File: src/rtl/tile_obi_addr_demux.sv
// OBI address demultiplexer: one manager port to N_SBR subordinates, runtime rule table, in-order responses.
// Define TILE_OBI_DEMUX_DEFAULT_PORT_EN to send unmapped addresses to DEFAULT_IDX instead of the internal error responder.
module tile_obi_addr_demux #(
`ifdef TILE_OBI_DEMUX_DEFAULT_PORT_EN
  parameter int unsigned DEFAULT_IDX = 0,
`endif
  parameter int unsigned ADDR_W      = 32,
  parameter int unsigned DATA_W      = 32,
  parameter int unsigned STRB_W      = DATA_W / 8,
  parameter int unsigned N_SBR       = 2,
  parameter int unsigned N_ADDR_RULE = 2,
  parameter int unsigned N_MAX_TRAN  = 4,
  parameter int unsigned IDX_W       = (N_SBR > 1) ? $clog2(N_SBR) : 1
) (
  input  logic                          clk_i,
  input  logic                          rst_ni,
  input  logic [N_ADDR_RULE*ADDR_W-1:0] rule_start_i,
  input  logic [N_ADDR_RULE*ADDR_W-1:0] rule_end_i,
  input  logic [N_ADDR_RULE*IDX_W-1:0]  rule_idx_i,
  input  logic                          mgr_req_i,
  output logic                          mgr_gnt_o,
  input  logic [ADDR_W-1:0]             mgr_addr_i,
  input  logic                          mgr_we_i,
  input  logic [STRB_W-1:0]             mgr_be_i,
  input  logic [DATA_W-1:0]             mgr_wdata_i,
  output logic                          mgr_rvalid_o,
  output logic [DATA_W-1:0]             mgr_rdata_o,
  output logic                          mgr_err_o,
  output logic [N_SBR-1:0]              sbr_req_o,
  input  logic [N_SBR-1:0]              sbr_gnt_i,
  output logic [ADDR_W-1:0]             sbr_addr_o,
  output logic                          sbr_we_o,
  output logic [STRB_W-1:0]             sbr_be_o,
  output logic [DATA_W-1:0]             sbr_wdata_o,
  input  logic [N_SBR-1:0]              sbr_rvalid_i,
  input  logic [N_SBR*DATA_W-1:0]       sbr_rdata_i,
  input  logic [N_SBR-1:0]              sbr_err_i
);

  localparam int unsigned SEL_W = $clog2(N_SBR + 1);
  localparam int unsigned CNT_W = $clog2(N_MAX_TRAN + 1);

  logic [SEL_W-1:0]  sel, last_sel_d, last_sel_q;
  logic [CNT_W-1:0]  cnt_d, cnt_q;
  logic              sel_err, hit, ok, gnt_c, hs;
  logic              rvalid_c, rerr_c;
  logic [DATA_W-1:0] rdata_c;
  logic [ADDR_W-1:0] r_start, r_end;
  logic [IDX_W-1:0]  r_idx;
  logic [N_SBR-1:0]  own_mask;

  // Address decode: lowest-numbered valid matching rule wins
  always_comb begin
    hit     = 1'b0;
`ifdef TILE_OBI_DEMUX_DEFAULT_PORT_EN
    sel     = SEL_W'(DEFAULT_IDX);
`else
    sel     = SEL_W'(N_SBR);
`endif
    r_start = '0;
    r_end   = '0;
    r_idx   = '0;
    for (int unsigned r = 0; r < N_ADDR_RULE; r++) begin
      r_start = rule_start_i[r*ADDR_W +: ADDR_W];
      r_end   = rule_end_i[r*ADDR_W +: ADDR_W];
      r_idx   = rule_idx_i[r*IDX_W +: IDX_W];
      if (!hit && (32'(r_idx) < N_SBR) && (r_start < r_end) &&
          (mgr_addr_i >= r_start) && (mgr_addr_i < r_end)) begin
        hit = 1'b1;
        sel = SEL_W'(r_idx);
      end
    end
  end

`ifdef TILE_OBI_DEMUX_DEFAULT_PORT_EN
  assign sel_err = 1'b0;
`else
  assign sel_err = (sel == SEL_W'(N_SBR));
`endif

  // Target switches wait for a full drain so responses stay in order
  assign ok = rst_ni & mgr_req_i & (cnt_q < CNT_W'(N_MAX_TRAN)) &
              ((cnt_q == '0) | (sel == last_sel_q));

  always_comb begin
    sbr_req_o = '0;
    gnt_c     = 1'b0;
    for (int unsigned s = 0; s < N_SBR; s++) begin
      if (sel == SEL_W'(s)) begin
        sbr_req_o[s] = ok;
        gnt_c        = ok & sbr_gnt_i[s];
      end
    end
    if (sel_err) gnt_c = ok;
  end

  assign mgr_gnt_o   = gnt_c;
  assign hs          = ok & gnt_c;
  assign sbr_addr_o  = rst_ni ? mgr_addr_i  : '0;
  assign sbr_we_o    = rst_ni & mgr_we_i;
  assign sbr_be_o    = rst_ni ? mgr_be_i    : '0;
  assign sbr_wdata_o = rst_ni ? mgr_wdata_i : '0;

`ifndef TILE_OBI_DEMUX_DEFAULT_PORT_EN
  logic err_pend_q;

  always_ff @(posedge clk_i) begin
    if (!rst_ni) err_pend_q <= 1'b0;
    else         err_pend_q <= hs & sel_err;
  end
`endif

  // Response mux follows the target of the outstanding transactions
  always_comb begin
    rvalid_c = 1'b0;
    rdata_c  = '0;
    rerr_c   = 1'b0;
    if (rst_ni && (cnt_q != '0)) begin
`ifndef TILE_OBI_DEMUX_DEFAULT_PORT_EN
      if (last_sel_q == SEL_W'(N_SBR)) begin
        rvalid_c = err_pend_q;
        rerr_c   = err_pend_q;
      end
`endif
      for (int unsigned s = 0; s < N_SBR; s++) begin
        if (last_sel_q == SEL_W'(s)) begin
          rvalid_c = sbr_rvalid_i[s];
          rdata_c  = sbr_rdata_i[s*DATA_W +: DATA_W];
          rerr_c   = sbr_err_i[s];
        end
      end
    end
  end

  assign mgr_rvalid_o = rvalid_c;
  assign mgr_rdata_o  = rdata_c;
  assign mgr_err_o    = rerr_c;

  always_comb begin
    cnt_d      = cnt_q;
    last_sel_d = last_sel_q;
    if (hs) last_sel_d = sel;
    if (hs && !rvalid_c)      cnt_d = cnt_q + CNT_W'(1);
    else if (!hs && rvalid_c) cnt_d = cnt_q - CNT_W'(1);
  end

  always_ff @(posedge clk_i) begin
    if (!rst_ni) begin
      cnt_q      <= '0;
      last_sel_q <= '0;
    end else begin
      cnt_q      <= cnt_d;
      last_sel_q <= last_sel_d;
    end
  end

  // A response from a subordinate other than the active target is a protocol violation
  always_comb begin
    own_mask = '0;
    for (int unsigned s = 0; s < N_SBR; s++) own_mask[s] = (last_sel_q == SEL_W'(s));
  end

  stray_rvalid_a: assert property (@(posedge clk_i) disable iff (!rst_ni)
    (cnt_q != '0) |-> ((sbr_rvalid_i & ~own_mask) == '0));

endmodule

File: config.mk
export PLATFORM = sky130hd
export DESIGN_NAME = tile_obi_addr_demux
export DESIGN_NICKNAME = d
export VERILOG_FILES = /design/src/rtl/tile_obi_addr_demux.sv
export SDC_FILE = /design/constraint.sdc
export NUM_CORES = 1
export LEC_CHECK = 0
export BUFFER_PORTS_ARGS = -buffer_cell sky130_fd_sc_hd__buf_2
export CAP_MARGIN = 20
export CORE_AREA = 3 3 144 146
export CTS_BUF_LIST = sky130_fd_sc_hd__clkbuf_4 sky130_fd_sc_hd__clkbuf_8
export CTS_CLUSTER_DIAMETER = 200
export DETAILED_ROUTE_END_ITERATION = 7
export DIE_AREA = 0 0 147 149
export GPL_ROUTABILITY_DRIVEN = 0
export PLACE_DENSITY = 0.62
export SLEW_MARGIN = 0
export SYNTH_ARGS = -nofsm -noshare
export SYNTH_HDL_FRONTEND = slang
export SYNTH_SLANG_ARGS = --single-unit
File: constraint.sdc
create_clock -name clk_i -period 10.29 [get_ports clk_i]
set_input_delay 1.029 -clock clk_i [delete_from_list [all_inputs] [get_ports clk_i]]
set_output_delay 1.029 -clock clk_i [all_outputs]
set_load 0.02 [all_outputs]
==> results.cfg <==
[logic_synthesis]
biggest_area_contributors_in_the_synthesized_netlist = ha_1, inv_1, and2_1
synth.avg_cell_area_um2 = 7.29
synth_largest_area_cell = ha_1
ys_warn_count = 0
synthMuxAreaShare_pct = 6.00
synth-seq-area-share_pct = 2.06
post_synth_most_frequent_cells = ha_1, inv_1, and2_1
synth.most_common_cell = ha_1
netlist_instances = 801
largest_family_of_logic_cells_by_synthesized_area = adder cells
xor_xnor_cell_area_share_of_the_yosys_netlist_pct = 0.300
synth-adder-area-share_pct = 40.9
synth_enable_flop_cells = 0
synth_cell_type_count = 57
netlist.area_leader.share_pct = 40.5
async_reset_ff_share_pct = 0
synth_fp_nets = 1263
synth_simple_gate_area_share_pct = 22.0
synth_register_bits = 6
synth-compound-area-share_pct = 19.3
synth.cell_area_mm2 = 0.00584
yosys_most_used_dff = dfxtp_1

[power]
cellPowerDensity_mw_per_mm2 = 66.9
seqPwrFrac_pct = 8.1
switching_power_uw = 295
share_comb_of_total_power_pct = 85.1
clkPwrFrac_pct = 6.8
max-vdd-ir-drop_mv = 0.0615
p_sw_share_pct = 54.7
p_int_uw = 244
power_leakage_nw = 4.84

[sta]
hold_violations = 0
timing.slew.headroom_pct = 27.2
final-setup-viol-count = 0
fmaxAchievable_mhz = 203
finalWorstPathRequiredPeriod_ns = 4.94
hold_ws_ns = 0.521
final_cycle_utilization_of_the_critical_path_pct = 48.0
timing.final.max_slew_violations = 0
grt_setup_unrepaired = false
max_slew.worst_pin.slew_ns = 1.09
fin_tns_setup_ns = 0
final.setup_skew_ns = 0.000248

[global_route]
grt_use_total_pct = 20.1
wire_length_of_the_first_global_routing_pass_um = 35700
antenna_found_initial = 5
grt_max_degree = 73
grt_overflow = 0
first_global_vias = 6728

[placed_design]
placement.io_buffers = 377
place_hpwl_um = 21500

[clock_network]
holdBufCountCts = 0
clkLatencyLatePin_ns = 0.23
h_tree_level_count = 1
post_cts_resized = 0
cts.reportedPaths.clkPinSlew_ns = 0.04
cts.root.buffer_cell = clkbuf_8
clock-sinks = 6
clock_path_buffers = 2
buffers_inserted_by_post_cts_timing_repair = 0
tritoncts.num_buffers = 3
tritoncts = yes

[die]
design.portCount = 378
floorplan.die.height_um = 149
floorplan.initialDensity_pct = 29.9
die_x_um = 147
floorplan.rows = 51
die_area_mm2 = 0.0219
coreArea_mm2 = 0.0195

[route]
route.antenna.remaining_nets = 0
routed_via_count_divided_by_cell_count = 4.81
wl_per_cell_um = 16.6
number_of_detailed_route_iterations_in_the_first_pass = 4
route.detailed.drc = 0
totalWireLength_um = 23800
drt_first_iter_violations = 226
dr_total_vias = 6898

[hold_path]
timing.hold.worst.class = reg2reg
min_from = cnt_q[2]
min_delay_worst_endpoint = cnt_q[2]
holdPathStages = 2

[critical_path]
critical_path.reg2reg.startpoint = last_sel_q[0]
cp-end-kind = output pin
reg2reg_setup_slack_ns = 7.03
worstReg2RegEnd = cnt_q[2]
ff2ff_path_depth = 10
setup.worst_path.start_class = input pin
worst_ep_arrival_time_ns = 3.91
critPathKind = in2out
worst-endpoint-required_ns = 9.26
timing.critical_path.fanout_max = 5

[finish]
drive_gt1_share_pct = 33.2
layout-area-overhead-vs-synth_pct = 38.0
fin_nets = 1629

[status]
outcome = completed

[job]
max-cap-violations = 0
how the worst max path moves through the flow:
stage | cells past startpoint | end | startpoint
after CTS | 11 | mgr_gnt_o | mgr_addr_i[15]
after global placement | 16 | cnt_q[2] | mgr_addr_i[15]
after detailed placement | 16 | cnt_q[2] | mgr_addr_i[15]
after floorplan | 17 | cnt_q[2] | rule_end_i[45]
after global routing | 12 | mgr_gnt_o | mgr_addr_i[27]
final | 12 | mgr_gnt_o | rule_end_i[47]
state kept, by name, summed over array words and instances, names as in the netlist:
| signal | count |
|---|---|
| cnt_q | 3 |
| err_pend_q | 1 |
| last_sel_q | 2 |
metrics by stage:
step | cell area [um2] | worst slack (ns) | util (%) | total power [mW] | cells
final | 8050 | 5.35 | 41.2 | 0.539 | 1434
after global routing | 8040 | 5.19 | 41.2 | 0.597 | 1431
after CTS | 8040 | 5.32 | 41.2 | 0.541 | 1430
after detailed placement | 8000 | 5.22 | 41.0 | 0.502 | 1427
after global placement | 8000 | 5.20 | 41.0 | 0.500 | 1427
after floorplan | 5840 | 5.84 | - | 0.328 | 801
layout by cell type (no fill, tap or decap), drive strengths merged, types with 3 or more instances in the layout:
master  instances
a211o           3
a211oi         13
a21o           19
a21oi          59
a221o           4
a221oi          3
a22oi           3
a31oi           3
and2           71
and4            3
buf           378
clkbuf          3
dfxtp           6
diode           4
ha            189
inv           131
mux2i          35
nand2          51
nand2b          6
nand3          10
nand3b          3
nand4          22
nor2           59
nor3            9
nor4            5
o211ai          6
o21a            3
o21ai          34
or3             3
per-layer routing:
| metal | wire length (um) | global-route usage, % |
|---|---|---|
| met5 | 21 | 0 |
| met4 | 320 | 3.17 |
| met3 | 1430 | 2.86 |
| met2 | 11300 | 35.3 |
| met1 | 10700 | 26.8 |
power by group through the flow:
stage	Combinational, mW	Clock [mW]	Sequential [mW]
floorplan	0.291	0	0.0374
global placement	0.456	0	0.0441
detailed placement	0.458	0	0.0439
CTS	0.461	0.0369	0.0436
global route	0.513	0.0388	0.0454
finish	0.459	0.0364	0.0436
area by class of cell:
class	instances	area, um2
multi-input combinational	647	5160
sequential	6	121
antenna	4	10.0
clock buffer	3	41.3
inverter	131	492
tap	265	332
timing repair buffer	378	1890
fill	2085	11500
kinds of logic after synthesis:
logic type               Yosys count
buffers and inverters            148
AO/OA/AOI/OAI                    171
adder cells (fa/ha/maj)          190
XOR/XNOR                           2
flip-flops                         6
AND/OR/NAND/NOR                  249
multiplexers                      35
critical path, stage by stage:
cell and delay (ns):
buf_2 0.09, inv_1 0.06, ha_1 0.32, a21oi_1 0.28
o211ai_1 0.18, a221o_1 0.39, a311o_1 0.37, a211o_1 0.37
o31ai_1 0.32, nand4_1 0.19, nand3b_1 0.13, buf_2 0.17
No activity file was read; power rests on OpenSTA's default activity.
